`src/rtl/ps2_scancode_sequencer.sv`:
```
// ---------------------------------------------------------------------------
// ps2_scancode_sequencer
//
// Drains the ps2controller byte mailbox with a received/read_ack handshake,
// folds the E0 (extended) and F0 (break) prefixes into whole key events, and
// queues those events in a first-word fall-through FIFO for the CPU. It also
// keeps a level flag that follows the game's jump key.
//
// Ports
//   clk            system clock
//   rst            asynchronous, active-low reset
//   received       ps2controller: a byte is available
//   received_data  ps2controller: byte value, stable while received=1
//   read_ack       to ps2controller: byte consumed (held until received drops)
//   evt_valid      event FIFO is non-empty
//   evt_data       head event {brk, ext, code[7:0]}; zero when the FIFO is empty
//   evt_pop        CPU consumes the head event (ignored when empty)
//   overflow       sticky: an event was dropped because the FIFO was full
//   ovf_clr        clears overflow (a simultaneous new overflow wins)
//   jump_down      JUMP_CODE is currently held down
// ---------------------------------------------------------------------------
module ps2_scancode_sequencer #(
    parameter int unsigned DEPTH     = 8,
    parameter int unsigned TIMEOUT   = 50000,
    parameter logic [7:0]  JUMP_CODE = 8'h29
) (
    input  logic       clk,
    input  logic       rst,
    input  logic       received,
    input  logic [7:0] received_data,
    output logic       read_ack,
    output logic       evt_valid,
    output logic [9:0] evt_data,
    input  logic       evt_pop,
    output logic       overflow,
    input  logic       ovf_clr,
    output logic       jump_down
);

    localparam int unsigned AW = (DEPTH > 1) ? $clog2(DEPTH) : 1;
    localparam int unsigned CW = AW + 1;
    localparam int unsigned TW = (TIMEOUT > 0) ? $clog2(TIMEOUT + 1) : 1;

    typedef enum logic [1:0] {
        S_IDLE   = 2'd0,
        S_ACK    = 2'd1,
        S_DECODE = 2'd2
    } state_t;

    // Bytes the keyboard sends as status/acknowledge traffic; never key events.
    function automatic logic is_discard(input logic [7:0] b);
        return (b == 8'hAA) || (b == 8'hFA) || (b == 8'hEE) ||
               (b == 8'hFE) || (b == 8'h00) || (b == 8'hFF);
    endfunction

    state_t          state_q,    state_d;
    logic [7:0]      byte_q,     byte_d;
    logic            read_ack_q, read_ack_d;
    logic            brk_q,      brk_d;
    logic            ext_q,      ext_d;
    logic [TW-1:0]   tmr_q,      tmr_d;
    logic            jump_q,     jump_d;
    logic            overflow_q, overflow_d;
    logic [AW-1:0]   wr_ptr_q,   wr_ptr_d;
    logic [AW-1:0]   rd_ptr_q,   rd_ptr_d;
    logic [CW-1:0]   count_q,    count_d;
    logic [9:0]      mem_q [DEPTH];

    logic            push;
    logic [9:0]      push_data;
    logic            fifo_full;
    logic            fifo_empty;
    logic            do_push;
    logic            do_pop;

    always_comb begin
        state_d    = state_q;
        byte_d     = byte_q;
        read_ack_d = read_ack_q;
        brk_d      = brk_q;
        ext_d      = ext_q;
        tmr_d      = tmr_q;
        jump_d     = jump_q;
        push       = 1'b0;
        push_data  = {brk_q, ext_q, byte_q};

        case (state_q)
            S_IDLE: begin
                if (received) begin
                    byte_d     = received_data;
                    read_ack_d = 1'b1;
                    state_d    = S_ACK;
                end
            end
            S_ACK: begin
                // Hold the acknowledge until the controller retracts received.
                if (!received) begin
                    read_ack_d = 1'b0;
                    state_d    = S_DECODE;
                end
            end
            S_DECODE: begin
                state_d = S_IDLE;
                if (byte_q == 8'hE0) begin
                    ext_d = 1'b1;
                    tmr_d = TW'(TIMEOUT);
                end else if (byte_q == 8'hF0) begin
                    brk_d = 1'b1;
                    tmr_d = TW'(TIMEOUT);
                end else if (!is_discard(byte_q)) begin
                    push  = 1'b1;
                    brk_d = 1'b0;
                    ext_d = 1'b0;
                end
            end
            default: begin
                state_d    = S_IDLE;
                read_ack_d = 1'b0;
            end
        endcase

        // A stale prefix (keyboard reset mid-sequence, lost byte) must not
        // attach itself to an unrelated later key. DECODE owns the flags in
        // its own cycle, so the timer only runs elsewhere.
        if ((state_q != S_DECODE) && (brk_q || ext_q)) begin
            if (tmr_q == '0) begin
                brk_d = 1'b0;
                ext_d = 1'b0;
            end else begin
                tmr_d = tmr_q - 1'b1;
            end
        end

        // The jump level tracks the key itself, so it follows every decoded
        // event whether or not the FIFO had room for it.
        if (push && !ext_q && (byte_q == JUMP_CODE)) begin
            jump_d = !brk_q;
        end
    end

    // Event FIFO bookkeeping. A pop on a full FIFO frees the slot the
    // simultaneous push needs; a pop on an empty FIFO has nothing to take.
    always_comb begin
        fifo_full  = (count_q == CW'(DEPTH));
        fifo_empty = (count_q == '0);
        do_pop     = evt_pop && !fifo_empty;
        do_push    = push && (!fifo_full || do_pop);

        wr_ptr_d   = do_push ? (wr_ptr_q + 1'b1) : wr_ptr_q;
        rd_ptr_d   = do_pop  ? (rd_ptr_q + 1'b1) : rd_ptr_q;

        count_d    = count_q;
        if (do_push && !do_pop) begin
            count_d = count_q + 1'b1;
        end else if (!do_push && do_pop) begin
            count_d = count_q - 1'b1;
        end

        overflow_d = overflow_q;
        if (ovf_clr) begin
            overflow_d = 1'b0;
        end
        if (push && !do_push) begin
            overflow_d = 1'b1;
        end
    end

    always_ff @(posedge clk or negedge rst) begin
        if (!rst) begin
            state_q    <= S_IDLE;
            byte_q     <= 8'h00;
            read_ack_q <= 1'b0;
            brk_q      <= 1'b0;
            ext_q      <= 1'b0;
            tmr_q      <= '0;
            jump_q     <= 1'b0;
            overflow_q <= 1'b0;
            wr_ptr_q   <= '0;
            rd_ptr_q   <= '0;
            count_q    <= '0;
        end else begin
            state_q    <= state_d;
            byte_q     <= byte_d;
            read_ack_q <= read_ack_d;
            brk_q      <= brk_d;
            ext_q      <= ext_d;
            tmr_q      <= tmr_d;
            jump_q     <= jump_d;
            overflow_q <= overflow_d;
            wr_ptr_q   <= wr_ptr_d;
            rd_ptr_q   <= rd_ptr_d;
            count_q    <= count_d;
        end
    end

    // Storage needs no reset: an entry is only ever read after it is written.
    always_ff @(posedge clk) begin
        if (do_push) begin
            mem_q[wr_ptr_q] <= push_data;
        end
    end

    assign read_ack  = read_ack_q;
    assign evt_valid = !fifo_empty;
    assign evt_data  = fifo_empty ? 10'h000 : mem_q[rd_ptr_q];
    assign overflow  = overflow_q;
    assign jump_down = jump_q;

endmodule

```
`config.mk`:
```
export PLATFORM = sky130hd
export DESIGN_NAME = ps2_scancode_sequencer
export DESIGN_NICKNAME = d
export VERILOG_FILES = /design/src/rtl/ps2_scancode_sequencer.sv
export SDC_FILE = /design/constraint.sdc
export NUM_CORES = 1
export LEC_CHECK = 0
export CAP_MARGIN = 10
export CORE_UTILIZATION = 55
export CTS_CLUSTER_DIAMETER = 200
export DETAILED_ROUTE_END_ITERATION = 16
export MAX_ROUTING_LAYER = met4
export PLACE_DENSITY = 0.83
export SLEW_MARGIN = 20
export SYNTH_ARGS = -nofsm -noshare
export SYNTH_HDL_FRONTEND = slang
export SYNTH_SLANG_ARGS = --single-unit
```
`constraint.sdc`:
```
create_clock -name clk -period 3.35 [get_ports clk]
set_input_delay 1.005 -clock clk [delete_from_list [all_inputs] [get_ports clk]]
set_output_delay 1.005 -clock clk [all_outputs]
set_load 0.02 [all_outputs]
```
After elaboration in Yosys (flattened, before gate mapping)
Memories as Yosys holds them, arrays and structs flattened. Index checks and enable logic that the tools add are counted.

Output and inout bits: 14. Memories kept: 1. Input bits: 13. Bits in writable memories: 80. Register bits after elaboration: 41.

Reductions and logical operators: 30. Bitwise logic cells: 1. Equality and inequality tests: 14. Add/sub/neg operators: 5. Mux-type cells: 34.

Memories: mem_q (words 8, width 10, read ports 1, clocked after memory_dff 0, write ports 1, line 67) `logic [9:0] mem_q [DEPTH];`.

Operator list (count): 16-bit two-way mux (5); 8-bit == test, second input constant (7); 1-bit two-way mux (22); 16-bit zero test (1); 16-bit by 1-bit subtractor with 16-bit output, second input constant (1); 10-bit two-way mux (1); 8-bit by 6-bit == test with 1-bit output, second input constant (1); 1-bit logical AND (8); 8-bit zero test (1); 4-bit two-way mux (2); 1-bit logical OR (7); 3-bit by 1-bit adder with 3-bit output, second input constant (2); 1-bit zero test (6); 2-bit inequality test, second input constant (3); 4-bit by 1-bit adder with 4-bit output, second input constant (1); 4-bit == test, second input constant (1); 4-bit zero test (1); 2-bit two-way mux (2); 2-bit case mux with 2 select lines (1); 2-bit AND reduction (2); 2-bit nonzero test (2); 4-bit by 1-bit subtractor with 4-bit output, second input constant (1); 1-bit case mux with 3 select lines (1); 3-bit AND reduction (1); other kinds (4) (4).

Depth between registers and ports, before layout
Gate-level depths: netlist of the first run.

Word-level depth: 15. Mapped depth: 12. Gate-level depth less buffers: 12.

Least setup slack after synthesis of the first run
No wires, ideal clock.

Kind: in2reg. From: input evt_pop. To: memory mem_q[4][0], enable pin. Stages: 4. Library setup time: 0.404 ns. Setup slack: 0.221 ns. Arrival: 2.725 ns. Cell sequence: nand3b_1 -> nand3_1 -> nor2_1 -> nor4bb_1.

Word-level cells in the longest chain between the ends: 5.

Ends and longest elaborated chain: from (decl) (line 34) `input logic evt_pop,`; 1-bit logical AND (line 146) `do_pop = evt_pop && !fifo_empty;`; 1-bit logical OR (line 147) `do_push = push && (!fifo_full || do_pop);`; 1-bit logical AND (line 147); via do_push (line 73) `logic do_push;`; 1-bit two-way mux (line 198) `if (do_push) begin`; 1-bit two-way mux (implied by the code) (line 199) `mem_q[wr_ptr_q] <= push_data;`; to (decl) (line 67).

The timed path passes the listed nets, and every way through them passes these cells.

Final worst setup path of the first run
From: register rd_ptr_q[0]. To: output evt_data[5].

Word-level cells in the longest chain between the ends: 2.

Ends and longest elaborated chain: from (decl) (line 65) `logic [AW-1:0] rd_ptr_q, rd_ptr_d;`; from (signal assigned) (line 191) `rd_ptr_q <= rd_ptr_d;`; memory 8 x 10 bit; 10-bit two-way mux (line 205) `assign evt_data = fifo_empty ? 10'h000 : mem_q[rd_ptr_q];`; to (decl) (line 33) `output logic [9:0] evt_data,`.

No other way between the ends.

==> results.yml, run 1 <==
sta:
  setup_viol: 0
  relSlewSlack: 0.3749
  drv_slew: 0
  whs_ps: 490.1
  skew_ps: 8.528
  worstMarginPinSlew_ps: 937.7
  finalHoldViolCount: 0
  fin_crit_sh: 0.9629
  rsz0062_at_grt: "false"
  min_period_ps: 3226
  fmax_ghz: 0.3100
cts:
  clk_root_buffer_cell: "clkbuf_8"
  clk_pin_slew_ps: 60
  cts_tree: "yes"
  clkSinkCount: 121
  cts_buffers: 17
  cts_max_level: 4
  clock_latency_ps: 530
  cts_hold_buf: 0
  cts_max_path_buffers: 2
synth:
  synth_cells: 320
  synth_area_um2: 5160
  muxShareOfSynthArea: 0.1482
  synthXorXnorAreaFrac: 0.01358
  yosys.area.top_type: "edfxtp_1"
  synth_area_leaders: "edfxtp_1 47%, dfrtp_1 20%, mux4_2 8.7%"
  synth_flop_cell: "edfxtp_1"
  yosys.area_share.simple: 0.1031
  yosysWarningCount: 0
  ys_types: 49
  synthAdderAreaFrac: 0.02279
  synth_top_family_by_area: "multiplexers"
  synth_edf_count: 80
  ys_ff_latch: 121
  synth_top_area_frac: 0.4656
  synth_area_per_cell_um2: 16.12
  async_flop_share: 0.3388
  synth_compound_area_frac: 0.03468
  syn_nets: 341
  seq_area_frac_synth: 0.6644
grt:
  grt_max_degree: 42
  grt.overflow.total: 0
  grtUsageTotal: 0.2475
  antenna_found_initial: 0
  grt_pass1_vias: 3154
  grt_pass1_wl_um: 16980
routing:
  dr_total_vias: 3024
  vias_per_cell: 6.171
  detail-route-antenna-nets: 0
  firstDrtPassIters: 5
  drc: 0
  wirelength_um: 10630
  drt_iter0_drc: 239
  wl_per_cell_um: 21.69
placed_design:
  dpl.hpwl_um: 6272
  port_buffers: 26
  dpl_cell_area_um2: 5663
  place.gp.congestion: 0.8002
  dp_cells: 457
power_and_ir_drop:
  p_leak_uw: 0.002284
  ir_drop_mv: 0.5598
  power-per-cell-area_nw_per_um2: 835.2
  clockPowerShare: 0.326
  pwr-share-comb: 0.281
  p_sw_uw: 1714
  intPower_uw: 3495
  seq_power_share: 0.393
  p_sw_frac: 0.3290
die:
  die_w_um: 98.86
  io_pins: 27
  die_area_um2: 9773
  start_util: 0.5804
  die_y_um: 98.86
  fp-row-count: 34
  core_um2: 8891
run_status:
  status: "completed"
layout:
  diodes: 0
  syn_to_final_growth_pct: 20.85
  layout.nets: 390
  regArea_um2: 3430
  final_layout_size_suffix_gt1_frac: 0.2487
  fillCellCount: 545
  multiInputGateArea_um2: 1700
  fin_area_um2: 6236
  stdcell_count: 490
worst_setup_path:
  startpoint_type: "flop"
  cp-end-kind: "output pin"
  arrival_ps: 2220
  critical_path_class: "flop to output pin"
  rr_worst_depth: 11
  cp_max_fo: 11
  required_ps: 2340
run:
  drv_cap: 0
hold_path:
  worst_hold_path.num_cells: 1
  hold_class: "flop to flop"
## layer usage
metal	vias up	GRT usage	wire [um]
met5	-	-	0
li1	1364	-	-
met4	0	0.09989	191
met3	18	0.05177	628
met2	97	0.4067	5591
met1	1545	0.3016	4216
## cell type report
cell class	instances	area share
timing repair buffer	41	0.06180
tap	108	0.02167
clock buffer	17	0.06641
sequential	121	0.5500
multi-input combinational	181	0.2727
inverter	7	0.004213
clock inverter	15	0.02327
## synth_stat cells (4+ instances only)
cell,instances
mux2i_1,19
nor3_1,6
ha_1,7
inv_1,7
buf_1,4
nor4_1,8
clkbuf_1,6
o21ai_0,4
nand2_1,9
xnor2_1,5
mux2_2,11
dfrtp_1,41
mux4_2,20
nor2_1,25
edfxtp_1,80
nand3b_1,4
nand3_1,7
## kinds of logic (layout without fill, tap and decap cells)
logic type / count (synthesis) / after routing
mux: 50 / 50
buf+inv: 18 / 80
xor+xnor: 8 / 8
simple gates: 91 / 91
compound gates: 23 / 23
fa+ha+maj: 9 / 9
flops: 121 / 121
## placed cells by master (no fill, tap or decap), types with 3 or more instances in the layout
master	netlist	routed
clkdlybuf4s50_1	0	15
dfrtp_1	41	40
xnor2_1	5	5
mux2_2	11	11
o311ai_0	3	3
edfxtp_1	80	80
inv_1	7	7
o21ai_0	4	4
clkinv_4	0	3
and3_1	3	3
clkinvlp_4	0	5
or4_1	3	3
dlygate4sd2_1	0	10
nor4_2	1	3
ha_1	7	7
nor4_1	8	6
inv_6	0	4
mux4_2	20	20
mux2i_1	19	19
nor2_1	25	25
nand3b_1	4	4
clkbuf_16	0	17
o41ai_1	3	3
nor3_1	6	6
nand2b_1	3	3
and4b_1	3	3
xor2_1	3	3
buf_4	0	13
nand2_1	9	9
nand3_1	7	7
## critical path, stage by stage, from the launching register on
cell           delay, ps
dfrtp_2              410
buf_12               170
mux4_2               540
mux2i_1              190
nor2_1                60
dlygate4sd2_1        320
## per-stage QoR
stage	TNS (ps)	setup slack [ps]	util	power [uW]
after global placement	0	83.95	0.6369	3490
after detailed placement	-1.030	-1.030	0.6369	3561
after global routing	0	15.90	0.7014	5456
final	0	124.4	0.7014	5208
after floorplan	0	221.0	-	3019
after CTS	0	53.70	0.6984	5206
## path summary, 6_finish.rpt
check | end | startpoint | slack [ps]
setup / recovery | evt_data[5] | rd_ptr_q[0] | 120
hold / removal | tmr_q[7] | tmr_q[7] | 490
setup reg to reg | count_q[3] | byte_q[4] | 340
hold reg to reg | tmr_q[7] | tmr_q[7] | 490
max in group asynchronous | rd_ptr_q[0] | rst | 2070
min in group asynchronous | byte_q[5] | rst | 620
## power groups by stage
stage	combinational, uW	sequential [uW]	clock (uW)
after floorplan	1070	1950	0
after global placement	1460	2040	0
after detailed placement	1510	2060	0
after CTS	1460	2040	1710
after global routing	1610	2070	1780
final	1460	2050	1700
## repair_timing
action                                  4_1_cts  5_1_grt
gates cloned                                  0        1
endpoints found under the hold margin         0        0
setup buffers                                 0        0
endpoints found under the setup margin       10        2
gates resized for setup                      10        1
## flip-flops by register name, indices dropped and copies added, names as in the netlist, 2 cells and up
| name | flops |
|---|---|
| count_q | 4 |
| state_q | 2 |
| tmr_q | 16 |
| rd_ptr_q | 3 |
| wr_ptr_q | 3 |
| byte_q | 8 |
| mem_q | 80 |
No activity file was read; power rests on OpenSTA's default activity.
==> run 2: changes to the inputs <==
Settings changed: CAP_MARGIN 10 to 20.
==> results of run 2 <==
Final layout, timing and power as in run 1 (identical DEF).
==> run 3: changes to the inputs <==
Settings changed: CORE_MARGIN from default to 10.
Clock period 3.35 ns to 3.8 ns, I/O delays scaled along.
==> run 3 against run 2 <==
Clock skew hardly changed. Die area is 40% higher. Via count is 2.8% lower. Count of clock-buffer cells in the layout is 1 higher. Sequential share of layout area is 0.10 points higher. Design area is 0.22% lower. Setup slack better by 71 ps. Register-to-register slack better by 410 ps. Power is 11% lower. Combinational power is 10% lower. Sequential power is 13% lower.
==> results.yml, run 3 (synthesized netlist as in run 1, its figures left out) <==
worst_setup_path:
  path_buf_inv: 2
  max_stage_delay_ps: 540
  critical_path.top_delay_family: "buffers and inverters"
  slowest_stage: "clkdlybuf4s50_1"
  critical_path_class: "flop to output pin"
  path_cells: "buf_4, mux4_2, mux2i_1, nor2_1, clkdlybuf4s50_1"
  startpoint_type: "flop"
  cp_max_fo: 12
  cp-end-kind: "output pin"
  required_ps: 2660
  arrival_ps: 2460
routing:
  firstDrtPassIters: 4
  dr_total_vias: 2940
  wl_met1_um: 4297
  top_layer_used: "met4"
  wl_per_cell_um: 20.34
  drc: 0
  wirelength_um: 10010
  vias_per_cell: 5.976
  route.met3.wl_um: 474
  detail-route-antenna-nets: 0
  drt_iter0_drc: 164
  routed-wl-met2_um: 5140
sta:
  min_period_ps: 3604
  finalHoldViolCount: 0
  worstMarginPinSlew_ps: 930.8
  drv_slew: 0
  setup_viol: 0
  rsz0062_at_grt: "false"
  tns_ps: 0
  fin_crit_sh: 0.9485
  fmax_ghz: 0.2774
  skew_ps: 8.341
  relSlewSlack: 0.3795
cts:
  clkSinkCount: 121
  cts_buffers: 17
  postCtsResizedCells: 0
  cts_setup_buffers: 0
  cts_tree: "yes"
  cts_hold_buf: 0
  cts_max_path_buffers: 2
  clock_latency_ps: 510
  clk_pin_slew_ps: 60
  clk_root_buffer_cell: "clkbuf_8"
  cts_max_level: 4
layout:
  final_layout_size_suffix_gt1_frac: 0.2415
  top_register: "mem_q"
  final_common_cell: "edfxtp_1"
  mostFrequentLayoutCells: "80 x edfxtp_1, 41 x dfrtp_1, 25 x nor2_1, 25 x clkdlybuf4s50_1, 20 x mux4_2"
  layout.nets: 389
  top_regs: "mem_q x80, tmr_q x16, byte_q x8"
  fillCellCount: 593
  diodes: 0
  largest_register_ffs: 80
  syn_to_final_growth_pct: 20.59
die:
  core_um2: 9196
  die_area_um2: 13660
  io_pins: 27
  die_w_um: 116.9
  start_util: 0.5611
  fp-row-count: 35
  die_y_um: 116.9
placed_design:
  port_buffers: 26
  dpl.hpwl_um: 6442
  place.gp.congestion: 0.8140
power_and_ir_drop:
  p_leak_uw: 0.002264
  ir_drop_mv: 0.3883
  power-per-cell-area_nw_per_um2: 744.3
  design_power_total_uw: 4632
grt:
  grtUsageTotal: 0.1654
  grt_max_degree: 42
  grt_pass1_wl_um: 16660
  grt_pass1_vias: 3110
  grt.overflow.total: 0
  antenna_found_initial: 0
hold_path:
  hold_class: "flop to flop"
run_status:
  status: "completed"
run:
  drv_cap: 0
-- run 3: changes by cell type in the layout (fill, tap and decap cells not counted), sizes merged --
cell | before | now
dlygate4sd2 | 10 | 0
clkdlybuf4s50 | 15 | 25
inv | 12 | 9
clkinvlp | 5 | 3
bufinv | 1 | 2
clkinv | 4 | 7
-- run 3: routing by layer --
metal	GRT usage	up-vias
met5	-	-
met4	0.07166	0
met3	0.03466	9
met2	0.2576	78
met1	0.2066	1491
li1	-	1362
-- run 3: final timing paths --
check	slack (ps)	startpoint	end	cells after the start
worst min register to register	490	state_q[1]	state_q[1]	1
max in group asynchronous	2440	rst	rd_ptr_q[1]	1
worst max-delay path	200	rd_ptr_q[0]	evt_data[7]	5
worst min-delay path	490	state_q[1]	state_q[1]	1
worst max register to register	750	byte_q[2]	count_q[3]	12
min in group asynchronous	770	rst	byte_q[2]	1
-- run 3: area by class of cell --
cell class,instances,area (um^2),share of cell area
flip-flops and latches,121,3428,0.5510
multi-input cells,181,1700,0.2733
clock buffers,18,417.9,0.06716
repair buffers,40,360.3,0.05791
clock inverters,14,150.1,0.02413
well taps,111,138.9,0.02232
inverters,7,26.28,0.004223
-- run 3: metrics by stage --
step                setup WS (ps)  cell area (um^2)    util  cells  hold WS (ps)
global route                61.91              6222  0.6766    492         501.0
floorplan                   536.0              5160       -    320         442.0
finish                      195.5              6222  0.6766    492         489.9
CTS                         163.4              6222  0.6766    492         482.1
detailed placement          371.9              5654  0.6148    460         474.5
global placement            408.3              5654  0.6148    460         454.9
-- run 3: power breakdown --
part / leakage, uW / internal (uW) / switching (uW)
logic: 0.000755 / 665 / 647
registers: 0.00124 / 1570 / 218
clock network: 0.000272 / 935 / 591
total: 0.00226 / 3180 / 1460
